`src/rtl/led_pattern_gen.sv`:
```
// LED pattern generator: binary count, bouncing scan, breathe PWM and freeze.
// Breathe mode is compiled in only when LED_PATTERN_BREATHE_EN is defined.

module led_pattern_gen #(
  parameter int BANKS = 4,
  parameter int TAP   = 20
) (
  input  logic               clk,
  input  logic               rst_n,
  input  logic [1:0]         mode,
  output logic [8*BANKS-1:0] leds,
  output logic               tick,
  output logic [1:0]         mode_active
);

  localparam int LW    = 8 * BANKS;
  localparam int POS_W = $clog2(LW);

  typedef enum logic [1:0] {
    MODE_BIN     = 2'd0,
    MODE_SCAN    = 2'd1,
    MODE_BREATHE = 2'd2,
    MODE_FREEZE  = 2'd3
  } mode_e;

  logic [TAP-1:0]   presc_q, presc_d;
  logic             tick_q, tick_d;
  mode_e            mode_q, mode_d, mode_req;
  logic [7:0]       step_q, step_d;
  logic [POS_W-1:0] pos_q, pos_d;
  logic             dir_q, dir_d;
  logic [LW-1:0]    leds_q, leds_d;

`ifdef LED_PATTERN_BREATHE_EN
  logic [7:0] duty_q, duty_d;
  logic [7:0] pwm_lvl;

  // Short prescalers are zero-extended into the 8-bit PWM compare.
  generate
    if (TAP >= 8) begin : g_lvl_full
      assign pwm_lvl = presc_q[7:0];
    end else begin : g_lvl_ext
      assign pwm_lvl = {{(8-TAP){1'b0}}, presc_q};
    end
  endgenerate

  function automatic logic pwm_on(input logic [7:0] lvl, input logic [7:0] dty);
    return (lvl < dty);
  endfunction
`endif

  always_comb begin
    presc_d  = presc_q + TAP'(1);
    tick_d   = (presc_q == {TAP{1'b1}});
    mode_req = mode_e'(mode);
`ifndef LED_PATTERN_BREATHE_EN
    if (mode_req == MODE_BREATHE) mode_req = MODE_BIN;
`endif
    mode_d = mode_q;
    step_d = step_q;
    pos_d  = pos_q;
    dir_d  = dir_q;
`ifdef LED_PATTERN_BREATHE_EN
    duty_d = duty_q;
`endif

    // A mode switch only restarts the pattern; it never advances on that tick.
    if (tick_q) begin
      if (mode_req != mode_q) begin
        mode_d = mode_req;
        step_d = 8'h00;
        pos_d  = '0;
        dir_d  = 1'b0;
`ifdef LED_PATTERN_BREATHE_EN
        duty_d = 8'h00;
`endif
      end else begin
        case (mode_q)
          MODE_BIN: step_d = step_q + 8'd1;
          MODE_SCAN: begin
            if (!dir_q) begin
              if (pos_q == POS_W'(LW-1)) begin
                pos_d = POS_W'(LW-2);
                dir_d = 1'b1;
              end else begin
                pos_d = pos_q + POS_W'(1);
              end
            end else begin
              if (pos_q == '0) begin
                pos_d = POS_W'(1);
                dir_d = 1'b0;
              end else begin
                pos_d = pos_q - POS_W'(1);
              end
            end
          end
`ifdef LED_PATTERN_BREATHE_EN
          MODE_BREATHE: begin
            if (!dir_q) begin
              if (duty_q == 8'hFF) begin
                duty_d = 8'hFE;
                dir_d  = 1'b1;
              end else begin
                duty_d = duty_q + 8'd1;
              end
            end else begin
              if (duty_q == 8'h00) begin
                duty_d = 8'h01;
                dir_d  = 1'b0;
              end else begin
                duty_d = duty_q - 8'd1;
              end
            end
          end
`endif
          default: ;
        endcase
      end
    end
  end

  // Output register follows pattern state one clock later; freeze holds it.
  always_comb begin
    leds_d = leds_q;
    case (mode_q)
      MODE_BIN:     leds_d = {BANKS{step_q}};
      MODE_SCAN:    leds_d = LW'(1) << pos_q;
`ifdef LED_PATTERN_BREATHE_EN
      MODE_BREATHE: leds_d = {LW{pwm_on(pwm_lvl, duty_q)}};
`endif
      default:      ;
    endcase
  end

  always_ff @(posedge clk) begin
    if (!rst_n) begin
      presc_q <= '0;
      tick_q  <= 1'b0;
      mode_q  <= MODE_BIN;
      step_q  <= 8'h00;
      pos_q   <= '0;
      dir_q   <= 1'b0;
      leds_q  <= '0;
`ifdef LED_PATTERN_BREATHE_EN
      duty_q  <= 8'h00;
`endif
    end else begin
      presc_q <= presc_d;
      tick_q  <= tick_d;
      mode_q  <= mode_d;
      step_q  <= step_d;
      pos_q   <= pos_d;
      dir_q   <= dir_d;
      leds_q  <= leds_d;
`ifdef LED_PATTERN_BREATHE_EN
      duty_q  <= duty_d;
`endif
    end
  end

  assign leds        = leds_q;
  assign tick        = tick_q;
  assign mode_active = mode_q;

endmodule
```
`config.mk`:
```
export PLATFORM = sky130hd
export DESIGN_NAME = led_pattern_gen
export DESIGN_NICKNAME = d
export VERILOG_FILES = /design/src/rtl/led_pattern_gen.sv
export SDC_FILE = /design/constraint.sdc
export NUM_CORES = 1
export LEC_CHECK = 0
export ABC_CLOCK_PERIOD_IN_PS = 4200
export CORE_AREA = 3 3 78 80
export DETAILED_ROUTE_END_ITERATION = 16
export DIE_AREA = 0 0 81 83
export GPL_TIMING_DRIVEN = 0
export PLACE_DENSITY_LB_ADDON = 0.3
export SYNTH_ARGS = -nofsm -noshare
export SYNTH_HDL_FRONTEND = slang
export SYNTH_SLANG_ARGS = --single-unit
```
`constraint.sdc`:
```
create_clock -name clk -period 4.2 [get_ports clk]
set_input_delay 0.84 -clock clk [delete_from_list [all_inputs] [get_ports clk]]
set_output_delay 0.84 -clock clk [all_outputs]
set_load 0.01 [all_outputs]
```
Word level (Yosys, flattened, before mapping). Index checks and enable logic that the tools add are counted. W data, S select, Z words.

Register bits: 69. Input bits: 4. Output and inout port bits: 35. Logic and storage cells: 39.

Add/subtract/negate cells: 4. Eq/ne operators: 5. Shift operators: 1. Muxes and demuxes: 14. Reduce and logical (&&, ||, !) cells: 8.

Operators by type and width (count): $pmux W32 S2 (1); $shl A1 B5 Y32 const A (1); $mux W5 (5); $add A20 B1 Y20 const B (1); $eq A20 B20 Y1 const B (1); $mux W8 (2); $add A8 B1 Y8 const B (1); $reduce_and A2 Y1 (3); $reduce_bool A2 Y1 (3); $add A5 B1 Y5 const B (1); $eq A5 B5 Y1 const B (1); $logic_not A5 Y1 (1); $mux W1 (5); $sub A5 B1 Y5 const B (1); $eq A2 B1 Y1 const B (1); $eq A2 B2 Y1 const B (1); $logic_not A2 Y1 (1); $mux W2 (1); $ne A2 B2 Y1 (1).

Longest topological paths before layout.
Depth after elaboration: 5. Mapped depth: 7. Gate-level depth less buffers: 5.

Worst setup path before layout. Ideal clock, no wire load.

Path type: reg2reg. Start point: register presc_q[0]. End point: register presc_q[16]. Data arrival time: 1.789 ns. Required time: 4.129 ns. Setup slack: 2.341 ns. Cell stages (with the launch flop): 7. Clock period less this slack: 1.859 ns. Path through: dfxtp_1 ha_1 nand4_2 or3_1 clkbuf_2 or4_1 a21oi_1.

Longest elaborated chain between the ends: 1.

RTL lines: start, declared (line 26) `logic [TAP-1:0] presc_q, presc_d;`; start signal, assigned (line 148) `presc_q <= presc_d;`; $add A20 B1 Y20 (line 53) `presc_d = presc_q + TAP'(1);`.

Every way passes these cells. A chain may end at the register's enable or synchronous reset.

==> impl_metrics.tcl <==
set metrics [dict create \
    hold_viol 0 \
    critPathKind "in2reg" \
    drt-wirelength-per-cell_um 15.5 \
    critPathArrivalTime_ns 2.56 \
    ys_seq_area_share_pct 43.7 \
    drc 0 \
    clock-root-buffer "clkbuf_8" \
    irDropWorstVdd_mv 0.226 \
    r2r_setup_slack_ns 2.10 \
    synth_top_area_share_pct 43.7 \
    post_cts_resize_count 0 \
    critical_path_peak_fanout 10 \
    gr-total-overflow 0 \
    num_io_pins 39 \
    crit_start "rst_n" \
    clkSinkCount 69 \
    drt_pass1_iterations 8 \
    hp-class "reg2reg" \
    setup_ws_ns 1.92 \
    regToRegEndpoint "leds[1]" \
    maxCapViolCount 0 \
    ys_seq_elements 69 \
    start_kind "primary input" \
    routabilityCongestion 0.938 \
    start_util_pct 57.8 \
    h-tree-depth 3 \
    grt_pass1_wl_um 13400 \
    clock_path_buffers 2 \
    nets 452 \
    layout_commonest_cell "dfxtp_1" \
    die_w_um 81 \
    grt_pass1_vias 2903 \
    p_per_area_mw_per_mm2 323 \
    netlist_area_mm2 0.00316 \
    layout-drive-gt1-share_pct 4.73 \
    route.vias.total 3066 \
    dp_hpwl_um 5630 \
    min_period_ns 2.28 \
    clock_skew_ns 0.00689 \
    seq_area_mm2 0.00138 \
    antenna_found_initial 0 \
    fillCellCount 467 \
    rr_worst_depth 7 \
    drv_slew 0 \
    finish.utilization_pct 70.0 \
    leakage_nw 1.29 \
    clock.fmax_mhz 439 \
    path_clk_slew_ns 0.08 \
    multi_input_area_mm2 0.00163 \
    cts_buffers 9 \
    synthCells 390 \
    rows 27 \
    io_buffers 38 \
    grt.total_usage_pct 24.9 \
    min_period_over_period_pct 54.3 \
    cts_hold_buffers 0 \
    yosysTopAreaCell "dfxtp_1" \
    wl_um 7980 \
    post_cts_buffers 0 \
    rsz0062_at_grt "no" \
    tritoncts "built" \
    critPathCaptureType "flip-flop" \
    core_area_mm2 0.00547 \
    avgSynthCellArea_um2 8.11 \
    relSlewSlack_pct 49.9 \
    clkLatencyLatePin_ns 0.35 \
    synthDistinctLibCells 38 \
    antenna_cells 0 \
    grt_max_degree 13 \
    setup_viol_count_final 0 \
    crit_end "leds[25]" \
    antenna_left 0 \
    area_growth_syn_to_layout_pct 21.2 \
    via_per_inst 5.94 \
    dieHeight_um 83 \
    synth_area_leaders "dfxtp_1, a21oi_1, o21ai_0" \
    tns_ns 0 \
    drt_iter0_markers 203 \
    mostFrequentLayoutCells "dfxtp_1, a21oi_1, o21ai_0" \
    crit_required_ns 4.48 \
    worst_slew_pin_slew_ns 0.744 \
    outcome "complete, no violations" \
    die_area_mm2 0.00672 \
    synth_nets 403 \
    r2r_start "mode_active[0]" \
    yosysWarningCount 0 \
    pre_cts_ws_ns 1.58 \
]
registers in the layout (all words and copies together) (netlist names):
signal / flops
dir_q: 1
leds: 32
mode_active: 2
pos_q: 5
presc_q: 20
step_q: 8
tick: 1
layer usage:
metal / GRT usage (%) / vias up / wire length [µm]
li1: - / 1489 / -
met1: 32.7 / 1441 / 3530
met2: 39.2 / 121 / 3730
met3: 6.29 / 15 / 559
met4: 8.91 / 0 / 159
met5: 0 / - / 0
how the worst min path moves through the flow:
stage          depth (start not counted)         end  slack [ns]        start
2_1_floorplan                          1  presc_q[0]        0.43   presc_q[0]
3_3_place_gp                           2        tick        0.44  presc_q[19]
3_5_place_dp                           1  presc_q[0]        0.45   presc_q[0]
4_1_cts                                2        tick        0.47  presc_q[19]
5_1_grt                                1  presc_q[0]        0.50   presc_q[0]
6_report                               1  presc_q[0]        0.46   presc_q[0]
critical path: stages:
cell,delay [ns]
clkdlybuf4s50_1,0.57
clkbuf_1,0.45
clkbuf_1,0.37
o21ai_0,0.18
a21oi_1,0.15
cell families (layout without fill, tap and decap cells):
logic type | after synthesis | in the layout | synth area share [%]
flops | 69 | 69 | 43.7
compound gates | 113 | 113 | 19.6
simple gates | 138 | 138 | 22.3
buf+inv | 40 | 94 | 4.87
xor+xnor | 17 | 17 | 4.71
fa+ha+maj | 9 | 9 | 3.56
mux | 4 | 4 | 1.27
cell type report:
type | instances | area share, %
multi-input cells | 281 | 42.5
flip-flops and latches | 69 | 36.1
repair buffers | 38 | 9.93
clock buffers | 10 | 3.59
plain buffers | 27 | 2.74
well taps | 72 | 2.35
clock inverters | 6 | 1.60
inverters | 13 | 1.27
synth_stat cells:
cell type / count
dfxtp_1: 69
a32o_1: 2
a2bb2oi_1: 1
nor2b_1: 5
o31ai_1: 2
xnor2_1: 10
buf_2: 2
and4_1: 4
nand3_1: 35
nand4_1: 12
or3_1: 6
o22ai_1: 1
nand2b_1: 4
a21oi_1: 57
or2_2: 1
buf_1: 2
nand2_1: 22
inv_1: 13
or4_1: 2
clkbuf_2: 1
mux2i_1: 4
o21ai_0: 40
and3_1: 2
o211ai_1: 2
nor3_1: 8
ha_1: 9
xor2_1: 7
a31oi_1: 1
and2_1: 2
nor2_1: 28
clkbuf_1: 22
o2111ai_1: 2
a22o_1: 2
nand3b_1: 2
nand4_2: 1
nor4_1: 4
o32a_1: 1
a32oi_1: 2
power by group:
part	total, W	switching [W]	internal [W]
clock network	0.000546	0.000257	0.000289
registers	0.000659	0.00000260	0.000656
logic	0.0000316	0.0000210	0.0000106
total	0.00124	0.000280	0.000956
stage by stage:
step	std cells	power, W	area, µm²	hold slack (ns)
floorplan	390	0.000694	3160	0.430
global placement	500	0.000704	3630	0.440
detailed placement	500	0.000705	3630	0.453
CTS	516	0.00124	3830	0.470
global route	516	0.00128	3830	0.498
finish	516	0.00124	3830	0.463
Power figures use the tool's default switching activity.
==> patch: new RTL, same flow settings <==
Set the parameter `BANKS` to 2 (it was 4).
--- a/src/rtl/led_pattern_gen.sv
+++ b/src/rtl/led_pattern_gen.sv
@@ -4,3 +4,3 @@
 module led_pattern_gen #(
-  parameter int BANKS = 4,
+  parameter int BANKS = 2,
   parameter int TAP   = 20
Interface: changed (resized leds); port bits go from 39 to 23. The function was not compared with the original's and may differ.
==> patch against the original RTL <==
  * Routed wire length shrank 29%
  * Largest power group unchanged
  * Power shrank 34%
  * Setup slack gained 0.11 ns
  * Final area shrank 23%
  * Fmax grew 5.0%
  * Sequential cell count shrank 17
  * Area after synthesis shrank 20%
  * Register-to-register slack gained 0.36 ns
  * Combinational power shrank 20%
  * Critical path depth grew 1
  * Non-clock buffer count shrank 28
==> patch: results (changes against the original RTL) <==
| Metric | Value |
|---|---|
| Met3 Use GR | 3.25% (was 6.29%) |
| Run status | finished, final reports clean (unchanged) |
| Post-place instance area | 2840 µm² (was 3630 µm²) |
| Met2 track utilization from global routing | 27.3% (was 39.2%) |
| Number of clock buffers in the layout | 7 (was 10) |
| Proportion of power drawn by combinational gates | 3.1% (was 2.6%) |
| Fraction of layout cells with a size suffix above 1 | 5.67% (was 4.73%) |
| Yosys cell types | 46 (was 38) |
| Global routing usage summed across all routing layers | 18.2% (was 24.9%) |
| XOR/XNOR Fraction of Synth Area | 6.85% (was 4.71%) |
| Number of H-tree levels | 2 (was 3) |
| Vias in the first global route | 2089 (was 2903) |
| Routed vias/inst | 5.42 (was 5.94) |
| Dominant cells by area after synthesis | sky130_fd_sc_hd__dfxtp_1, sky130_fd_sc_hd__a21oi_1, sky130_fd_sc_hd__nor2_1 (was sky130_fd_sc_hd__dfxtp_1, sky130_fd_sc_hd__a21oi_1, sky130_fd_sc_hd__o21ai_0) |
| Worst reg2reg endpoint | leds[5] (was leds[1]) |
| Initial detailed-routing violation count | 137 (was 203) |
| Inserted Clock Buffers | 5 (was 9) |
| Number of multi-input combinational cells | 226 (was 281) |
| Detailed Route WL | 5640 µm (was 7980 µm) |
| Maximum number of pins on one net before global-route repair | 16 (was 13) |
| Final RePlAce weighted congestion | 0.809 (was 0.938) |
| Largest fanout of any net on the critical path | 9 (was 10) |
| Post-Route Utilization | 53.6% (was 70.0%) |
| Net Count, Synth | 319 (was 403) |
| Synth top cells by count | sky130_fd_sc_hd__dfxtp_1, sky130_fd_sc_hd__nor2_1, sky130_fd_sc_hd__a21oi_1 (was sky130_fd_sc_hd__dfxtp_1, sky130_fd_sc_hd__a21oi_1, sky130_fd_sc_hd__o21ai_0) |
| Flip-flop count of the largest register after layout | 20 (was 32) |
| Placed Instances | 399 (was 500) |
| Initial DRT Pass Iterations | 4 (was 8) |
| Power in the clock group | 297 µW (was 546 µW) |
[patch: cell types whose count changed in the layout (fill, tap and decap cells not counted), sizes merged, moves of 16 or more]
| cell | change |
|---|---|
| clkbuf | -16 |
| a21oi | -23 |
| nand3 | -19 |
| o21ai | -19 |
| clkdlybuf4s50 | -17 |
| dfxtp | -17 |
[patch: how the worst min path moves through the flow]
stage,start,to,slack (ns),depth (start not counted)
after floorplan,presc_q[19],tick,0.43,2
after global placement,presc_q[19],tick,0.44,2
after detailed placement,presc_q[19],tick,0.44,2
after CTS,presc_q[19],tick,0.45,2
after global routing,presc_q[19],tick,0.49,2
final,presc_q[19],tick,0.45,2
[patch: cells by family (layout without fill, tap and decap cells)]
kind of cell | after synthesis | count (layout)
AND/OR/NAND/NOR | 120 | 120
AO/OA/AOI/OAI | 73 | 73
flip-flops | 52 | 52
buffers and inverters | 28 | 57
XOR/XNOR | 19 | 19
adder cells (fa/ha/maj) | 9 | 9
multiplexers | 5 | 5
